===== src/rtl/fetch_queue_pkg.sv =====
// Shared definitions for the rv32i instruction fetch queue: default widths,
// the default reset PC and a constant clog2 helper usable in port declarations.
package fetch_queue_pkg;

   localparam int          XLEN_DEF     = 32;
   localparam int          ILEN         = 32;
   localparam logic [31:0] RESET_PC_DEF = 32'h0000_0000;

   // Ceiling log2, valid in constant expressions; returns 0 for values <= 1.
   function automatic int fq_clog2(input int value);
      int result;
      int remaining;
      result    = 0;
      remaining = value - 1;
      while (remaining > 0) begin
         result    = result + 1;
         remaining = remaining >> 1;
      end
      return result;
   endfunction

endpackage


===== src/rtl/fetch_queue_sync_fifo.sv =====
// Show-ahead FIFO holding {pc, instr} pairs for the fetch stage. The head entry
// is visible combinationally; flush empties it synchronously, reset asynchronously.
module fetch_queue_sync_fifo
   import fetch_queue_pkg::*;
#(
   parameter int WIDTH = 64,
   parameter int DEPTH = 4
) (
   input  logic                           clk,
   input  logic                           reset,
   input  logic                           flush,
   input  logic                           push,
   input  logic [WIDTH-1:0]               push_data,
   input  logic                           pop,
   output logic [WIDTH-1:0]               head_data,
   output logic [fq_clog2(DEPTH+1)-1:0]   count
);

   localparam int AW = (fq_clog2(DEPTH) < 1) ? 1 : fq_clog2(DEPTH);
   localparam int CW = fq_clog2(DEPTH + 1);

   logic [WIDTH-1:0] mem [DEPTH];
   logic [AW-1:0]    wr_ptr;
   logic [AW-1:0]    rd_ptr;
   logic             do_push;
   logic             do_pop;

   // A pop on empty is ignored; a push on full only lands when a pop frees the slot.
   assign do_pop  = pop && (count != '0);
   assign do_push = push && ((count != CW'(DEPTH)) || do_pop);

   assign head_data = mem[rd_ptr];

   // Storage array carries no reset; only the pointers decide what is valid.
   always_ff @(posedge clk) begin
      if (do_push && !flush)
         mem[wr_ptr] <= push_data;
   end

   // Pointer and occupancy bookkeeping, with flush dominating push and pop.
   always_ff @(posedge clk or posedge reset) begin
      if (reset) begin
         wr_ptr <= '0;
         rd_ptr <= '0;
         count  <= '0;
      end else if (flush) begin
         wr_ptr <= '0;
         rd_ptr <= '0;
         count  <= '0;
      end else begin
         if (do_push)
            wr_ptr <= wr_ptr + AW'(1);
         if (do_pop)
            rd_ptr <= rd_ptr + AW'(1);
         count <= count + CW'(do_push) - CW'(do_pop);
      end
   end

endmodule


===== src/rtl/fetch_queue.sv =====
// IF stage for the rv32i pipeline: owns the PC, issues one-cycle-latency
// instruction memory requests, and queues returned words tagged with their PC
// toward decode. Redirects flush the queue and kill any outstanding request.
module fetch_queue
   import fetch_queue_pkg::*;
#(
   parameter int              XLEN     = XLEN_DEF,
   parameter logic [XLEN-1:0] RESET_PC = XLEN'(RESET_PC_DEF),
   parameter int              DEPTH    = 4
) (
   input  logic                           clk,
   input  logic                           reset,
   output logic                           imem_req_valid,
   output logic [XLEN-1:0]                imem_req_addr,
   input  logic                           imem_rsp_valid,
   input  logic [ILEN-1:0]                imem_rsp_data,
   input  logic                           redirect_valid,
   input  logic [XLEN-1:0]                redirect_pc,
   output logic                           id_valid,
   input  logic                           id_ready,
   output logic [ILEN-1:0]                id_instr,
   output logic [XLEN-1:0]                id_pc,
   output logic [XLEN-1:0]                id_pc4,
   output logic [XLEN-1:0]                pc_out,
   output logic [fq_clog2(DEPTH+1)-1:0]   count
);

   localparam int CW = fq_clog2(DEPTH + 1);

   logic [XLEN-1:0]      pc;
   logic                 inflight_valid;
   logic [XLEN-1:0]      inflight_pc;
   logic                 inflight_kill;
   logic                 reset_recent;
   logic                 push;
   logic                 pop;
   logic                 issue;
   logic [CW:0]          pending;
   logic [XLEN+ILEN-1:0] head_data;
   logic [XLEN-1:0]      head_pc;
   logic [ILEN-1:0]      head_instr;
   logic [1:0]           unused_redirect_lsbs;

   assign unused_redirect_lsbs = redirect_pc[1:0];

   // Redirect outranks everything: it suppresses pop, push and issue this cycle.
   assign pop  = id_valid && id_ready && !redirect_valid;
   assign push = imem_rsp_valid && inflight_valid && !inflight_kill && !redirect_valid;

   // Credit check counts the queued words plus the word still in flight, so a
   // response can never arrive to a full queue.
   assign pending = {1'b0, count} + (CW + 1)'(inflight_valid) - (CW + 1)'(pop);
   assign issue   = !redirect_valid && (pending < (CW + 1)'(DEPTH));

   assign imem_req_valid = issue && !reset;
   assign imem_req_addr  = pc;
   assign pc_out         = pc;

   assign head_pc    = head_data[XLEN+ILEN-1:ILEN];
   assign head_instr = head_data[ILEN-1:0];

   assign id_valid = (count != '0);
   assign id_instr = id_valid ? head_instr : '0;
   assign id_pc    = id_valid ? head_pc : '0;
   assign id_pc4   = id_valid ? (head_pc + XLEN'(4)) : '0;

   fetch_queue_sync_fifo #(
      .WIDTH (XLEN + ILEN),
      .DEPTH (DEPTH)
   ) u_fifo (
      .clk       (clk),
      .reset     (reset),
      .flush     (redirect_valid),
      .push      (push),
      .push_data ({inflight_pc, imem_rsp_data}),
      .pop       (pop),
      .head_data (head_data),
      .count     (count)
   );

   // Fetch PC: redirect target (word aligned) wins, otherwise advance on issue.
   always_ff @(posedge clk or posedge reset) begin
      if (reset)
         pc <= RESET_PC;
      else if (redirect_valid)
         pc <= {redirect_pc[XLEN-1:2], 2'b00};
      else if (issue)
         pc <= pc + XLEN'(4);
   end

   // Outstanding request tracker; a redirect marks a still-pending word as dead.
   always_ff @(posedge clk or posedge reset) begin
      if (reset) begin
         inflight_valid <= 1'b0;
         inflight_pc    <= '0;
         inflight_kill  <= 1'b0;
      end else if (issue) begin
         inflight_valid <= 1'b1;
         inflight_pc    <= pc;
         inflight_kill  <= 1'b0;
      end else if (imem_rsp_valid) begin
         inflight_valid <= 1'b0;
         inflight_kill  <= 1'b0;
      end else if (redirect_valid) begin
         inflight_kill  <= inflight_valid;
      end
   end

   // Marks the first cycle after reset, when a pre-reset request may still answer.
   always_ff @(posedge clk or posedge reset) begin
      if (reset)
         reset_recent <= 1'b1;
      else
         reset_recent <= 1'b0;
   end

   // Orphan responses are only legal right after reset.
   a_rsp_has_owner : assert property (@(posedge clk) disable iff (reset)
      imem_rsp_valid |-> (inflight_valid || reset_recent));

   // Credit accounting guarantees a push never meets a full queue.
   a_no_push_full : assert property (@(posedge clk) disable iff (reset)
      push |-> ((count != CW'(DEPTH)) || pop));

endmodule


===== config.mk =====
export PLATFORM = sky130hd
export DESIGN_NAME = fetch_queue
export DESIGN_NICKNAME = d
export VERILOG_FILES = /design/src/rtl/fetch_queue_pkg.sv /design/src/rtl/fetch_queue_sync_fifo.sv /design/src/rtl/fetch_queue.sv
export SDC_FILE = /design/constraint.sdc
export NUM_CORES = 1
export LEC_CHECK = 0
export BUFFER_PORTS_ARGS = -buffer_cell sky130_fd_sc_hd__buf_4
export CAP_MARGIN = 40
export CORE_ASPECT_RATIO = 0.5
export CORE_MARGIN = 2
export CORE_UTILIZATION = 60
export CTS_BUF_LIST = sky130_fd_sc_hd__clkbuf_8
export CTS_CLUSTER_DIAMETER = 40
export DETAILED_ROUTE_END_ITERATION = 12
export GPL_ROUTABILITY_DRIVEN = 0
export PLACE_DENSITY = 0.84
export SYNTH_ARGS = -nofsm -noshare
export SYNTH_HDL_FRONTEND = slang
export SYNTH_HIERARCHICAL = 1
export SYNTH_SLANG_ARGS = --single-unit

===== constraint.sdc =====
create_clock -name clk -period 8.29 [get_ports clk]
set_clock_uncertainty 0.2 [all_clocks]
set_input_delay 1.2435 -clock clk [delete_from_list [all_inputs] [get_ports clk]]
set_output_delay 1.2435 -clock clk [all_outputs]
set_load 0.02 [all_outputs]

==> flow_summary.json, run 1 <==
{
  "num_antenna_cells": 0,
  "path_max_fanout": 72,
  "port_buffers": 227,
  "die_w_um": 222,
  "synth_seq_cells": 325,
  "power.density_nw_per_um2": 236,
  "ant_nets": 0,
  "post_cts_resize_count": 0,
  "p_int_w": 0.00284,
  "cts_hold_buffers": 0,
  "finalSetupViolCount": 0,
  "critical_path_arrival_ns": 4.52,
  "synth_cell_types": 55,
  "worstHoldPathCells": 0,
  "post_drt_wl_per_cell_um": 20.9,
  "critPathSlowestCell": "nor4_4",
  "status": "complete, but fails checks",
  "dieArea_sq_um": 25000,
  "path_clk_slew_ns": 0.07,
  "end_kind": "output pin",
  "htreeDepth": 2,
  "area_growth_pct": 19.2,
  "violations": "DRC",
  "drtIter0Drc": 715,
  "pin_count": 234,
  "antenna_found_initial": 1,
  "switching_share": 0.290,
  "dp.cells": 1385,
  "yosysWarnings": 6,
  "numClockSinks": 325,
  "p_sw_w": 0.00116,
  "rsz0062_at_grt": "false",
  "cts_buffers": 45,
  "pwr-share-comb": 0.190,
  "synth_edf_count": 256,
  "grt_pass1_vias": 8969,
  "yosys.area.top_type": "edfxtp_1",
  "drt-total-wl_mm": 30.6,
  "first_pass_iters": 11,
  "min_period_ns": 5.96,
  "slew_violations": 0,
  "cts_tree": "done",
  "rows": 39,
  "cts-root-buf": "clkbuf_8",
  "crit_type": "in -> out",
  "worst_slack_ns": 2.33,
  "cp_cell_sequence": "buf_4 > inv_1 > and3_1 > ha_1 > inv_1 > ha_1 > and3b_1 > nor4_4 > o21ai_4 > buf_4 > nor2_1 > buf_4",
  "initial_core_util": 0.617,
  "synth_area_leaders": "edfxtp_1 54%, dfrtp_1 12%, mux4_2 10%",
  "async_flop_share": 0.212,
  "synth-main-ff-cell": "edfxtp_1",
  "hold_class": "reg -> reg",
  "cpMostUsedCell": "buf_4",
  "worst-path-stages": 12,
  "tightest_slew_ns": 0.697,
  "vias": 8503,
  "critPathTopFamily": "buffers and inverters",
  "layout_common_cells": "256 x edfxtp_1, 233 x buf_4, 67 x dfrtp_1",
  "dp_hpwl_mm": 20.3,
  "synth-seq-area-share": 0.663,
  "grt_max_degree": 73,
  "yosysTopAreaCellShare": 0.541,
  "power.leakage_nw": 6.23,
  "clk_path_buf_depth": 3,
  "dp_slack_ns": 2.31,
  "totalPowerFinal_w": 0.00399,
  "vias_per_cell": 5.80,
  "synth_area_sq_um": 14200,
  "path_buf_inv": 5,
  "final.setup.tns_ns": 0,
  "critical_path_required_ns": 6.85,
  "layout_commonest_cell": "edfxtp_1",
  "ir_drop_uv": 152,
  "crit_path_start_kind": "primary input",
  "max_freq_mhz": 168,
  "cpPeakStageDelay_ns": 0.63,
  "drv_cap": 0,
  "final_nets": 1205,
  "core_area_sq_um": 23000,
  "seq_power_share": 0.518,
  "postCtsSetupBuffers": 0,
  "power_frac_clock": 0.292,
  "grt.overflow.total": 0,
  "drc": 8,
  "finalHoldViolCount": 0,
  "fin_cells": 1465,
  "grt_pass1_wl_mm": 48.1,
  "drive_above_1_share": 0.351,
  "syn_inst": 904,
  "insertion_delay_ns": 0.57,
  "dieHeight_um": 113,
  "r2r_cells": 13,
  "max-slew-margin-rel": 0.532,
  "avgSynthCellArea_sq_um": 15.7,
  "utilization": 0.735,
  "finalCritPeriodShare": 0.719,
  "grtUsageTotal": 0.249
}
-- per-stage QoR --
stage / cell area (sq um) / hold WS (ns)
floorplan: 14200 / 0.271
global placement: 15900 / 0.288
detailed placement: 16100 / 0.296
CTS: 16900 / 0.317
global route: 16900 / 0.335
finish: 16900 / 0.291
-- layout make-up --
type	instances	area (sq um)
sequential	325	9420
fill	1432	6100
multi-input combinational	499	4320
timing repair buffer	239	1910
clock buffer	50	688
tap	307	384
clock inverter	30	156
inverter	15	56.3
-- registers in the layout (all words and copies together), names as in the netlist --
name and cells:
inflight_pc 30, u_fifo/wr_ptr 2, inflight_kill 1, u_fifo/count 3, inflight_valid 1, u_fifo/rd_ptr 2
u_fifo/mem 256, imem_req_addr 30
-- layer usage --
metal,share of wire,up-vias,track usage
met4,0.026,0,0.0838
met1,0.42,4280,0.331
met3,0.061,75,0.0532
li1,-,3841,-
met2,0.49,307,0.417
met5,0,-,0
-- path summary, 6_finish.rpt --
check	startpoint	endpoint	slack, ns
hold / removal	inflight_pc[7]	u_fifo/mem[2][39]	0.29
min in group asynchronous	reset	u_fifo/rd_ptr[0]	0.44
max in group asynchronous	reset	inflight_pc[16]	6.42
setup / recovery	redirect_valid	imem_req_valid	2.33
setup reg to reg	u_fifo/count[2]	imem_req_addr[23]	3.88
hold reg to reg	inflight_pc[7]	u_fifo/mem[2][39]	0.29
-- power by group through the flow --
stage | registers [W] | logic (W) | clock network (W)
after floorplan | 0.00206 | 0.000462 | 0
after global placement | 0.00208 | 0.000730 | 0
after detailed placement | 0.00210 | 0.000759 | 0
after CTS | 0.00206 | 0.000764 | 0.00119
after global routing | 0.00208 | 0.000810 | 0.00126
final | 0.00207 | 0.000761 | 0.00117
-- cells in the mapped netlist (all sizes together) (5+ instances only) --
master / count
a21oi: 5
and2: 69
and3: 5
and4: 8
buf: 55
clkbuf: 21
dfrtp: 69
edfxtp: 256
ha: 10
inv: 15
mux2: 28
mux4: 64
nand2: 42
nand3: 22
nand4: 14
nor2: 49
nor2b: 6
nor3: 9
nor4: 12
o2111ai: 6
o211ai: 7
o21ai: 40
or3: 6
xnor2: 18
xor2: 31
-- kinds of logic after synthesis --
| kind of cell | synth area share |
|---|---|
| muxes | 0.125 |
| and+or+nand+nor | 0.100 |
| xor gates and xnor gates | 0.0302 |
| adders and majority gates | 0.0102 |
| AOI/OAI and AO/OA | 0.0337 |
| DFF | 0.663 |
| other | 0.000264 |
| buffers and inverters | 0.0376 |
Power figures use the tool's default switching activity.
==> run 2, diff against run 1 <==
CORE_UTILIZATION = 53   (was 60)
PLACE_DENSITY = 0.79   (was 0.84)
clock period = 4.95 ns   (was 8.29 ns; I/O delays follow)
==> flow_summary.json, run 2 (synthesis results as in run 1) <==
{
  "max-slew-margin-rel": 0.520,
  "antenna_found_initial": 0,
  "insertion_delay_ns": 0.58,
  "critPathSlowestCell": "nor4_4",
  "cp_cell_sequence": "nor3_2 > inv_2 > and3_1 > ha_1 > inv_1 > ha_1 > and3b_1 > nor4_4 > o21ai_2 > nor2_1 > buf_4",
  "numClockSinks": 325,
  "htreeDepth": 2,
  "final.setup.tns_ns": 0,
  "largest_register_ffs": 256,
  "port_buffers": 227,
  "wl_met2_mm": 14.8,
  "drv_cap": 0,
  "rows": 42,
  "utilization": 0.643,
  "grt_max_degree": 72,
  "rsz0062_at_grt": "false",
  "core_area_sq_um": 26400,
  "status": "complete, no violations",
  "ir_drop_uv": 192,
  "max_freq_mhz": 225,
  "layout_common_cells": "256 x edfxtp_1, 237 x buf_4, 67 x dfrtp_1",
  "grt.overflow.total": 0,
  "area_growth_pct": 19.3,
  "wl_met3_mm": 1.53,
  "vias_per_cell": 5.64,
  "pin_count": 234,
  "wl_met1_mm": 13.3,
  "ant_nets": 0,
  "worst_slack_ns": 0.507,
  "power.density_nw_per_um2": 390,
  "dp_hpwl_mm": 20.1,
  "dieHeight_um": 120,
  "vias": 8574,
  "cpMostUsedCell": "ha_1",
  "first_pass_iters": 5,
  "slew_violations": 0,
  "highest_layer": "met4",
  "grt_pass1_wl_mm": 47.2,
  "initial_core_util": 0.539,
  "dp_slack_ns": 0.796,
  "grt_pass1_vias": 8768,
  "path_clk_slew_ns": 0.07,
  "cts_buffers": 47,
  "postCtsSetupBuffers": 0,
  "finalSetupViolCount": 0,
  "clk_path_buf_depth": 3,
  "worstHoldPathCells": 2,
  "hold_class": "in -> reg",
  "holdWs_ns": 0.133,
  "power.leakage_nw": 6.25,
  "finalCritPeriodShare": 0.898,
  "critical_path_arrival_ns": 3.50,
  "drive_above_1_share": 0.346,
  "end_kind": "output pin",
  "fill_cells": 1855,
  "min_period_ns": 4.44,
  "cts-root-buf": "clkbuf_8",
  "drt-total-wl_mm": 30.4,
  "cpPeakStageDelay_ns": 0.61,
  "critical_path_required_ns": 4.01,
  "tightest_slew_ns": 0.719,
  "cts_hold_buffers": 1,
  "path_max_fanout": 10,
  "grtUsageTotal": 0.216,
  "post_drt_wl_per_cell_um": 20.0,
  "r2r_cells": 11,
  "post_cts_resize_count": 0,
  "die_w_um": 236,
  "final_nets": 1210,
  "crit_type": "reg -> out",
  "cts_tree": "done",
  "drc": 0,
  "crit_path_start_kind": "register",
  "num_antenna_cells": 0,
  "dieArea_sq_um": 28200,
  "regMostFlops": "u_fifo/mem",
  "layout_commonest_cell": "edfxtp_1",
  "finalHoldViolCount": 0,
  "drtIter0Drc": 708
}
## run 2: cell types whose count changed in the layout (fill, tap and decap cells not counted), sizes merged
cell,previous run,this run
clkinvlp,2,3
inv,26,36
clkbuf,50,48
dlygate4sd3,0,1
buf,239,241
bufinv,1,0
## run 2: per-stage QoR
stage          instance area, sq um  cells  power (W)
2_1_floorplan                 14200    915    0.00422
3_3_place_gp                  16000   1428    0.00472
3_5_place_dp                  16100   1432    0.00477
4_1_cts                       17000   1521    0.00666
5_1_grt                       17000   1521    0.00689
6_report                      17000   1521    0.00661
## run 2: routing by layer
| metal | global-route usage | vias up |
|---|---|---|
| li1 | - | 3872 |
| met1 | 0.297 | 4352 |
| met2 | 0.352 | 287 |
| met3 | 0.0380 | 63 |
| met4 | 0.0808 | 0 |
| met5 | 0 | - |
## run 2: worst paths after layout
check / startpoint / endpoint / slack (ns)
setup / recovery: u_fifo/count[1] / imem_req_valid / 0.51
hold / removal: imem_rsp_valid / inflight_kill / 0.13
setup reg to reg: u_fifo/count[1] / imem_req_addr[23] / 1.29
hold reg to reg: inflight_pc[9] / u_fifo/mem[2][41] / 0.31
max in group asynchronous: reset / imem_req_addr[14] / 2.98
min in group asynchronous: reset / u_fifo/count[0] / 0.51
## run 2: area by class of cell
class / count / area (sq um) / area share
clock inverters: 40 / 178 / 0.0105
multi-input cells: 499 / 4320 / 0.255
clock buffers: 48 / 661 / 0.0390
flip-flops and latches: 325 / 9420 / 0.556
well taps: 352 / 440 / 0.0260
inverters: 15 / 56.3 / 0.00332
repair buffers: 242 / 1880 / 0.111
## run 2: power breakdown
| part | internal, W | switching (W) | total, W |
|---|---|---|---|
| registers | 0.00322 | 0.000234 | 0.00346 |
| logic | 0.000537 | 0.000720 | 0.00126 |
| clock network | 0.000910 | 0.000981 | 0.00189 |
| total | 0.00467 | 0.00193 | 0.00661 |
## run 2: critical path, delay by kind of cell, from the launching register on
kind	cells	cell delay, ns
flops	1	0.51
compound gates	1	0.19
simple gates	5	1.55
fa+ha+maj	2	0.41
buf+inv	3	0.26
==> run 3, diff against run 2 <==
PLACE_DENSITY = 0.75   (was 0.79)
SKIP_LAST_GASP = 1   (was default)
==> flow_summary.json, run 3 (synthesis results as in run 1) <==
{
  "rsz0062_at_grt": "false",
  "max_freq_mhz": 221,
  "critical_path_arrival_ns": 3.58,
  "grtUsageTotal": 0.219,
  "totalPowerFinal_w": 0.00667,
  "cp_cell_sequence": "nor3_2 > buf_4 > inv_2 > and3_1 > ha_1 > inv_1 > ha_1 > and3b_1 > o21a_1 > o21ai_4 > nor2_1 > buf_4",
  "path_buf_inv": 4,
  "hold_end": "inflight_kill",
  "drc": 0,
  "dp.cells": 1433,
  "pin_count": 234,
  "dp_hpwl_mm": 20.1,
  "layout_common_cells": "256 x edfxtp_1, 238 x buf_4, 67 x dfrtp_1",
  "cts_buffers": 45,
  "vias": 8481,
  "end_kind": "output pin",
  "numClockSinks": 325,
  "regMostFlops": "u_fifo/mem",
  "htreeDepth": 2,
  "rows": 42,
  "cts-root-buf": "clkbuf_8",
  "grt_pass1_wl_mm": 47.5,
  "r2r_cells": 12,
  "grt.overflow.total": 0,
  "critical_path_required_ns": 4.01,
  "grt_busiest_layer": "met2",
  "multi_input_area_sq_um": 4320,
  "finalSetupViolCount": 0,
  "core_area_sq_um": 26400,
  "area_growth_pct": 19.5,
  "crit_type": "reg -> out",
  "grt_pass1_vias": 8715,
  "num_antenna_cells": 0,
  "grt_max_degree": 72,
  "layout_commonest_cell": "edfxtp_1",
  "port_buffers": 227,
  "cpPeakStageDelay_ns": 0.52,
  "crit_path_start_kind": "register",
  "drt-total-wl_mm": 30.7,
  "drive_above_1_share": 0.348,
  "worstHoldPathCells": 2,
  "ant_nets": 0,
  "status": "complete, no violations",
  "die_w_um": 236,
  "dieHeight_um": 120,
  "slew_violations": 0,
  "use_met1": 0.295,
  "drtIter0Drc": 608,
  "tightest_slew_ns": 0.725,
  "drv_cap": 0,
  "insertion_delay_ns": 0.59,
  "final_nets": 1209,
  "critPathSlowestCell": "dfrtp_1",
  "first_pass_iters": 4,
  "vias_per_cell": 5.60,
  "dieArea_sq_um": 28200,
  "use_met3": 0.0412,
  "fill_cells": 1899,
  "critPathTopFamily": "simple AND/OR/NAND/NOR gates",
  "path_max_fanout": 31,
  "max-slew-margin-rel": 0.516,
  "post_drt_wl_per_cell_um": 20.3,
  "min_period_ns": 4.53,
  "reg2reg_from": "u_fifo/count[1]",
  "fin_cells": 1515,
  "finalCritPeriodShare": 0.914,
  "regArea_sq_um": 9420,
  "post_cts_resize_count": 0,
  "ir_drop_uv": 187,
  "path_clk_slew_ns": 0.07,
  "utilization": 0.643,
  "power.leakage_nw": 6.25,
  "clk_path_buf_depth": 3,
  "final.setup.tns_ns": 0,
  "largest_register_ffs": 256,
  "finalHoldViolCount": 0,
  "cts_tree": "done",
  "hold_class": "in -> reg",
  "holdWs_ns": 0.109,
  "use_met2": 0.366,
  "antenna_found_initial": 0,
  "r2r_slack_ns": 0.89,
  "reg2reg_to": "imem_req_addr[28]",
  "initial_core_util": 0.539,
  "power.density_nw_per_um2": 393,
  "min_from": "imem_rsp_valid"
}
## run 3: cell count changes in the layout (fill, tap and decap cells not counted), moves of 2 or more
cell and change:
clkbuf_8 -2, clkinvlp_4 -3, inv_1 -5, clkinv_2 +2
bufinv_16 +2
## run 3: final cells by class
cell class                      count  area share
Clock buffer                       46      0.0373
Clock inverter                     35      0.0119
Inverter                           15     0.00332
Multi-Input combinational cell    499       0.255
Sequential cell                   325       0.555
Tap cell                          352      0.0259
Timing Repair Buffer              243       0.112
## run 3: metal layers
layer	vias to the layer above	wire, um
li1	3861	-
met4	0	678
met5	-	0
met2	291	15200
met3	48	1700
met1	4281	13100
## run 3: how the worst max path moves through the flow
stage,slack [ns],start,cells past startpoint,to
after floorplan,0.66,u_fifo/count[1],13,imem_req_valid
after global placement,1.02,redirect_valid,12,imem_req_valid
after detailed placement,0.93,u_fifo/count[1],12,imem_req_addr[28]
after CTS,0.38,u_fifo/count[1],12,imem_req_valid
after global routing,0.12,u_fifo/count[1],13,imem_req_valid
final,0.42,u_fifo/count[1],12,imem_req_valid
## run 3: what timing repair did
action	CTS	global route
setup buffers	0	0
hold endpoints to repair	7	0
hold buffers	1	0
## run 3: stage by stage
step,cell area [sq um],setup WS [ns]
after floorplan,14200,0.658
after CTS,17000,0.376
after global placement,16000,1.02
after detailed placement,16100,0.927
final,17000,0.423
after global routing,17000,0.122
## run 3: report_power, final
| group | switching (W) | total, W | internal [W] |
|---|---|---|---|
| registers | 0.000235 | 0.00346 | 0.00322 |
| logic | 0.000723 | 0.00126 | 0.000537 |
| clock network | 0.000978 | 0.00195 | 0.000975 |
| total | 0.00194 | 0.00667 | 0.00473 |
